$ cat config.mk
export PLATFORM = sky130hd
export DESIGN_NAME = simple_bus_arbiter
export DESIGN_NICKNAME = d
export VERILOG_FILES = /design/src/rtl/simple_bus_arbiter.sv
export SDC_FILE = /design/constraint.sdc
export NUM_CORES = 1
export LEC_CHECK = 0
export CORE_MARGIN = 5
export CORE_UTILIZATION = 35
export CTS_CLUSTER_SIZE = 10
export DETAILED_ROUTE_END_ITERATION = 8
export GPL_ROUTABILITY_DRIVEN = 0
export PLACE_DENSITY = 0.74
export SLEW_MARGIN = 20
export SYNTH_ARGS = -nofsm -noshare
export SYNTH_HDL_FRONTEND = slang
export SYNTH_SLANG_ARGS = --single-unit
$ cat constraint.sdc
create_clock -name ACLK -period 1.6 [get_ports ACLK]
set_input_delay 0.4 -clock ACLK [delete_from_list [all_inputs] [get_ports ACLK]]
set_output_delay 0.4 -clock ACLK [all_outputs]
set_load 0.05 [all_outputs]
$ cat src/rtl/simple_bus_arbiter.sv
// Two-master round-robin arbiter onto one register-bus slave, one transaction in flight.
// Define SIMPLE_BUS_ARB_TIMEOUT_EN to add a WAIT watchdog that completes stalled accesses with ERR.
module simple_bus_arbiter #(
  parameter int AW      = 32,
  parameter int DW      = 32,
  parameter int TIMEOUT = 1024
) (
  input  logic          ACLK,
  input  logic          ARESET,
  input  logic [AW-1:0] M0_ADDR,
  input  logic [DW-1:0] M0_WRDAT,
  input  logic          M0_WR,
  input  logic          M0_RD,
  output logic          M0_WRREADY,
  output logic          M0_RDREADY,
  output logic [DW-1:0] M0_RDDAT,
  output logic          M0_ERR,
  input  logic [AW-1:0] M1_ADDR,
  input  logic [DW-1:0] M1_WRDAT,
  input  logic          M1_WR,
  input  logic          M1_RD,
  output logic          M1_WRREADY,
  output logic          M1_RDREADY,
  output logic [DW-1:0] M1_RDDAT,
  output logic          M1_ERR,
  output logic [AW-1:0] S_ADDR,
  output logic [DW-1:0] S_WRDAT,
  output logic          S_WR,
  output logic          S_RD,
  input  logic          S_WRREADY,
  input  logic          S_RDREADY,
  input  logic [DW-1:0] S_RDDAT,
  output logic [1:0]    GRANT
);

  typedef enum logic [1:0] {IDLE, ISSUE, WAIT, RESP} state_t;

  state_t        r_state, w_next;
  logic          r_owner;   // 0 = M0, 1 = M1
  logic          r_last;    // master granted last
  logic          r_is_wr;
  logic [AW-1:0] r_saddr;
  logic [DW-1:0] r_swrdat;
  logic [DW-1:0] r_rddat0, r_rddat1;
  logic          r_err;

  logic          w_req0, w_req1, w_any, w_win, w_win_wr;
  logic          w_match, w_expire, w_done;
  logic [DW-1:0] w_rd_load;

  assign w_req0   = M0_WR | M0_RD;
  assign w_req1   = M1_WR | M1_RD;
  assign w_any    = w_req0 | w_req1;
  assign w_win    = (w_req0 & w_req1) ? ~r_last : w_req1;
  assign w_win_wr = w_win ? M1_WR : M0_WR;   // WR beats RD from the same master
  assign w_match  = r_is_wr ? S_WRREADY : S_RDREADY;
  assign w_done   = (r_state == WAIT) & (w_match | w_expire);

`ifdef SIMPLE_BUS_ARB_TIMEOUT_EN
  localparam int            CW       = $clog2(TIMEOUT);
  localparam logic [31:0]   C_DEAD   = 32'hDEADBEEF;
  logic [CW-1:0] r_cnt;

  assign w_expire  = (r_cnt == CW'(TIMEOUT - 1));
  // A genuine ready in the expiry cycle wins over the watchdog.
  assign w_rd_load = w_match ? S_RDDAT : DW'(C_DEAD);

  always_ff @(posedge ACLK) begin
    if (ARESET) begin
      r_cnt <= '0;
      r_err <= 1'b0;
    end else begin
      if (r_state == WAIT) r_cnt <= r_cnt + 1'b1;
      else                 r_cnt <= '0;
      if (w_done)          r_err <= ~w_match;
    end
  end
`else
  assign w_expire  = 1'b0;
  assign w_rd_load = S_RDDAT;
  assign r_err     = 1'b0;
`endif

  always_ff @(posedge ACLK) begin
    if (ARESET) r_state <= IDLE;
    else        r_state <= w_next;
  end

  always_comb begin
    w_next = r_state;
    case (r_state)
      IDLE:    if (w_any) w_next = ISSUE;
      ISSUE:   w_next = WAIT;
      WAIT:    if (w_match | w_expire) w_next = RESP;
      RESP:    w_next = IDLE;
      default: w_next = IDLE;
    endcase
  end

  always_ff @(posedge ACLK) begin
    if (ARESET) begin
      r_owner  <= 1'b0;
      r_last   <= 1'b1;
      r_is_wr  <= 1'b0;
      r_saddr  <= '0;
      r_swrdat <= '0;
      r_rddat0 <= '0;
      r_rddat1 <= '0;
    end else begin
      if (r_state == IDLE && w_any) begin
        r_owner  <= w_win;
        r_is_wr  <= w_win_wr;
        r_saddr  <= w_win ? M1_ADDR  : M0_ADDR;
        r_swrdat <= w_win ? M1_WRDAT : M0_WRDAT;
      end
      if (w_done) begin
        r_last <= r_owner;
        if (!r_is_wr) begin
          if (r_owner) r_rddat1 <= w_rd_load;
          else         r_rddat0 <= w_rd_load;
        end
      end
    end
  end

  // GRANT stays up through RESP so the master sees its ready before re-arbitration.
  assign GRANT   = (r_state == IDLE) ? 2'b00 : (r_owner ? 2'b10 : 2'b01);
  assign S_ADDR  = r_saddr;
  assign S_WRDAT = r_swrdat;
  assign S_WR    = (r_state == ISSUE) &  r_is_wr;
  assign S_RD    = (r_state == ISSUE) & ~r_is_wr;

  assign M0_WRREADY = (r_state == RESP) & ~r_owner &  r_is_wr;
  assign M0_RDREADY = (r_state == RESP) & ~r_owner & ~r_is_wr;
  assign M1_WRREADY = (r_state == RESP) &  r_owner &  r_is_wr;
  assign M1_RDREADY = (r_state == RESP) &  r_owner & ~r_is_wr;
  assign M0_ERR     = (r_state == RESP) & ~r_owner & r_err;
  assign M1_ERR     = (r_state == RESP) &  r_owner & r_err;
  assign M0_RDDAT   = r_rddat0;
  assign M1_RDDAT   = r_rddat1;

endmodule

# Yosys cells after proc, flatten, opt, wreduce, memory -nomap -nowiden

Index checks and enable logic that the tools add are counted.

Register bits after elaboration: 133
Bits in latches: 0
RAM bits: 0
ROM bits: 0
Bits of input ports: 168
Output and inout bits: 138
Word-level logic and storage cells: 44
Memories: 0

Add/sub/neg operators: 0
Multipliers: 0
Div/mod/pow operators: 0
Order comparisons: 0
Equality and inequality tests: 5
Shift operators: 0
Mux-type cells: 10
Bitwise logic cells: 16
Reductions and logical operators: 5

Operator list:

| kind               | number |
|---|---|
| $mux 32            | 2 |
| $and 1x1->1        | 10 |
| $mux 2             | 4 |
| $pmux 2 s4         | 1 |
| $reduce_and 3->1   | 2 |
| $eq 2x2->1 const B | 2 |
| $ne 2x2->1 const B | 2 |
| $mux 1             | 3 |
| $not 1->1          | 3 |
| $or 1x1->1         | 3 |
| $eq 2x1->1 const B | 1 |
| $logic_not 2->1    | 1 |
| $reduce_and 2->1   | 1 |
| $logic_and 1x1->1  | 1 |

# Logic depth before layout (Yosys ltp)

Gate-level depths: netlist of the first run.

Depth after elaboration: 4
Depth in mapped cells: 8
Mapped depth without buffers: 5

# Worst setup path after synthesis of the first run

No wires, ideal clock.

Path kind: reg-to-output
From: reg r_state[1]
To: out M0_RDREADY
Data arrival time: 1.696 ns
Required time: 1.200 ns
Setup slack: -0.496 ns
Stages on the path, launching flop included: 3
Cells stage by stage: dfxtp_1 ha_1 nor3b_1

Word-level cells in the longest chain between the ends: 3

Ends and longest elaborated chain:

| item                     | RTL line | RTL |
|---|---|---|
| start: declaration       | 38       | `state_t r_state, w_next;` |
| start signal: assignment | 86       | `else r_state <= w_next;` |
| $eq 2x2->1               | 134      | `assign M0_RDREADY = (r_state == RESP) & ~r_owner & ~r_is_wr;` |
| $and 1x1->1              | n/a      |  |
| $and 1x1->1              | 134      |  |
| end: declaration         | 15       | `output logic M0_RDREADY,` |

No other way between the ends.

# Final worst setup path of the first run

From: reg r_state[1]
To: out M0_WRREADY

Word-level cells in the longest chain between the ends: 3

Ends and longest elaborated chain:

| item             | RTL line | RTL |
|---|---|---|
| $eq 2x2->1       | 133      | `assign M0_WRREADY = (r_state == RESP) & ~r_owner & r_is_wr;` |
| $and 1x1->1      | n/a      |  |
| $and 1x1->1      | 133      |  |
| end: declaration | 14       | `output logic M0_WRREADY,` |

No other way between the ends.

==> results_dict.tcl, run 1 <==
set metrics [dict create \
    viasPerCell 5.54 \
    r2r_slack_ns -0.17 \
    cp-end-kind "primary output" \
    grt_first_pass_wirelength_um 34500 \
    grt_overflow 0 \
    synth_cells 705 \
    cts_tree "yes" \
    layout-drive-gt1-share 0.346 \
    violations "negative setup slack" \
    grt_pass1_vias 6336 \
    crit_type "reg2out" \
    maxCapViolations 0 \
    post-place-ws_ns -0.636 \
    initial_core_util 0.354 \
    synth_top_area_cell "dfxtp_1" \
    placementRows 46 \
    synth-edff-count 0 \
    final_area_um2 12400 \
    leakagePower_nw 4.42 \
    ys_types 35 \
    fmax_mhz 559 \
    fill_cells 932 \
    portBuffers 303 \
    vdd_drop_max_mv 1.23 \
    nets 1190 \
    multi_input_area_um2 3490 \
    synth.ff_latch_count 133 \
    synth.top_cell.area_share 0.479 \
    cp-start-kind "register" \
    dieWidth_um 136 \
    post-route-period-util 1.12 \
    layout_commonest_cell "clkdlybuf4s50_1" \
    grt_max_degree 48 \
    worstHoldPathType "in2reg" \
    antenna_left 0 \
    cts_sinks 133 \
    drc 0 \
    area_delta_synth_final_pct 124 \
    post-route-util 0.791 \
    totalPowerFinal_mw 24.1 \
    antenna_found_initial 2 \
    synthArstFlopShare 0 \
    critPathMaxFanout 4 \
    fin_skew_ns 0.0124 \
    placed_area_um2 10300 \
    setup_ws_ns -0.188 \
    ys_seq_area_frac 0.479 \
    cp.required_ns 1.20 \
    clkSlewWorstSetupHoldPaths_ns 0.06 \
    cts_buffers 17 \
    ys_warn_count 0 \
    synth_ff_type "dfxtp_1" \
    clkLatencyLatePin_ns 0.43 \
    routed_wl_um 27700 \
    setup_viol 48 \
    die_h_um 136 \
    regArea_um2 2670 \
    slew_viol_final 0 \
    clock_path_buffers 2 \
    detail_route.iter0.violations 429 \
    postSynthAreaPerCell_um2 7.88 \
    worst_ep_arrival_time_ns 1.39 \
    powerDensity_nw_per_um2 1940 \
    coreArea_um2 15700 \
    period_minus_slack_ns 1.79 \
    num_io_pins 306 \
    wire_per_inst_um 22.2 \
    synth_area_leaders "dfxtp_1 (48%), a21oi_1 (12%), o21ai_0 (9.7%)" \
    layout_common_cells "clkdlybuf4s50_1 (162), buf_12 (151), nand2_1 (133), dfxtp_1 (129), a21oi_1 (96)" \
    htree_levels 4 \
    hold_violations 0 \
    dp.cells 1187 \
    detail_route.first_pass.iterations 5 \
    die_area_um2 18500 \
    cts_root_buffer "clkbuf_16" \
    via_count 6925 \
    rsz0062_at_grt "true" \
    outcome "finished, violations left" \
    grtUsageTotal 0.238 \
    syn_area_um2 5560 \
    place_hpwl_um 15900 \
    instances_no_fill 1249 \
]
==> registers in the layout (all words and copies together), names as in the netlist <==
signal	count
r_owner	1
S_ADDR	32
M1_RDDAT	32
r_last	1
M0_RDDAT	32
r_state	2
S_WRDAT	32
r_is_wr	1
==> metrics by stage <==
stage,hold WS (ns),setup TNS (ns)
after floorplan,0.471,0
after global placement,0.478,-43.18
after detailed placement,0.483,-43.76
after CTS,0.235,-1.73
after global routing,0.246,-7.49
final,0.250,-3.10
==> cells in the mapped netlist, drive strengths merged (2+ instances only) <==
cell type  number
mux2i           2
dfxtp         133
nor2b           3
nor2            5
a21oi         130
a31oi          65
buf            39
nand2         133
inv             4
nand3           2
ha              4
o21ai         130
clkbuf         37
==> per-layer routing <==
layer / wire length (um) / part of all wire / track usage
met4: 985 / 0.036 / 0.0890
met2: 13800 / 0.50 / 0.400
met3: 2880 / 0.10 / 0.0799
met1: 9960 / 0.36 / 0.281
met5: 0 / 0 / 0
==> path summary, 6_finish.rpt <==
check                            from                   endpoint  cells past startpoint
max           r_state[1]$_SDFFE_PP0P_                 M0_WRREADY                      4
min                            ARESET  M1_RDDAT[18]$_SDFFE_PP0P_                      2
max reg2reg   r_state[0]$_SDFFE_PP0P_   S_WRDAT[30]$_SDFFE_PP0P_                      9
min reg2reg  M0_RDDAT[1]$_SDFFE_PP0P_   M0_RDDAT[1]$_SDFFE_PP0P_                      2
==> cells by family (layout without fill, tap and decap cells) <==
family,count (synthesis),after routing,synth area share
AOI/OAI and AO/OA,331,332,0.319
adders and majority gates,4,4,0.00901
buffers and inverters,80,404,0.0741
DFF,133,133,0.479
muxes,2,2,0.00360
other,1,4,0.000675
and+or+nand+nor,154,154,0.115
==> worst max-delay path, stage by stage, from the launching register on <==
cell     delay [ns]
dfxtp_2        0.33
buf_6          0.12
ha_4           0.16
and3b_2        0.21
buf_12         0.15
==> power breakdown <==
part / total, mW / switching, mW / leakage [nW] / internal (mW)
Combinational: 14.9 / 7.68 / 3.04 / 7.26
Clock: 3.99 / 1.65 / 0.293 / 2.34
Sequential: 5.16 / 1.00 / 1.09 / 4.16
==> area by class of cell <==
type	count	area share
antenna	2	0.000403
clock buffer	17	0.0342
clock inverter	15	0.0137
inverter	4	0.00141
multi-input combinational	494	0.281
sequential	133	0.215
tap	216	0.0217
timing repair buffer	368	0.433
==> timing repair <==
item | CTS | global route
setup buffers | 5 | 4
pin swaps | 4 | 51
setup endpoints to repair | 74 | 78
cloned | 4 | 16
hold buffers | 0 | 0
gates resized for setup | 29 | 162
(Power assumes the default switching activity.)
==> inputs of run 2 (changes only) <==
--- a/config.mk
+++ b/config.mk
@@ -7,6 +7,7 @@
 export LEC_CHECK = 0
 export CORE_MARGIN = 5
 export CORE_UTILIZATION = 35
+export CTS_CLUSTER_DIAMETER = 80
 export CTS_CLUSTER_SIZE = 10
 export DETAILED_ROUTE_END_ITERATION = 8
 export GPL_ROUTABILITY_DRIVEN = 0
==> results of run 2 <==
Final layout, timing and power as in run 1 (identical DEF).
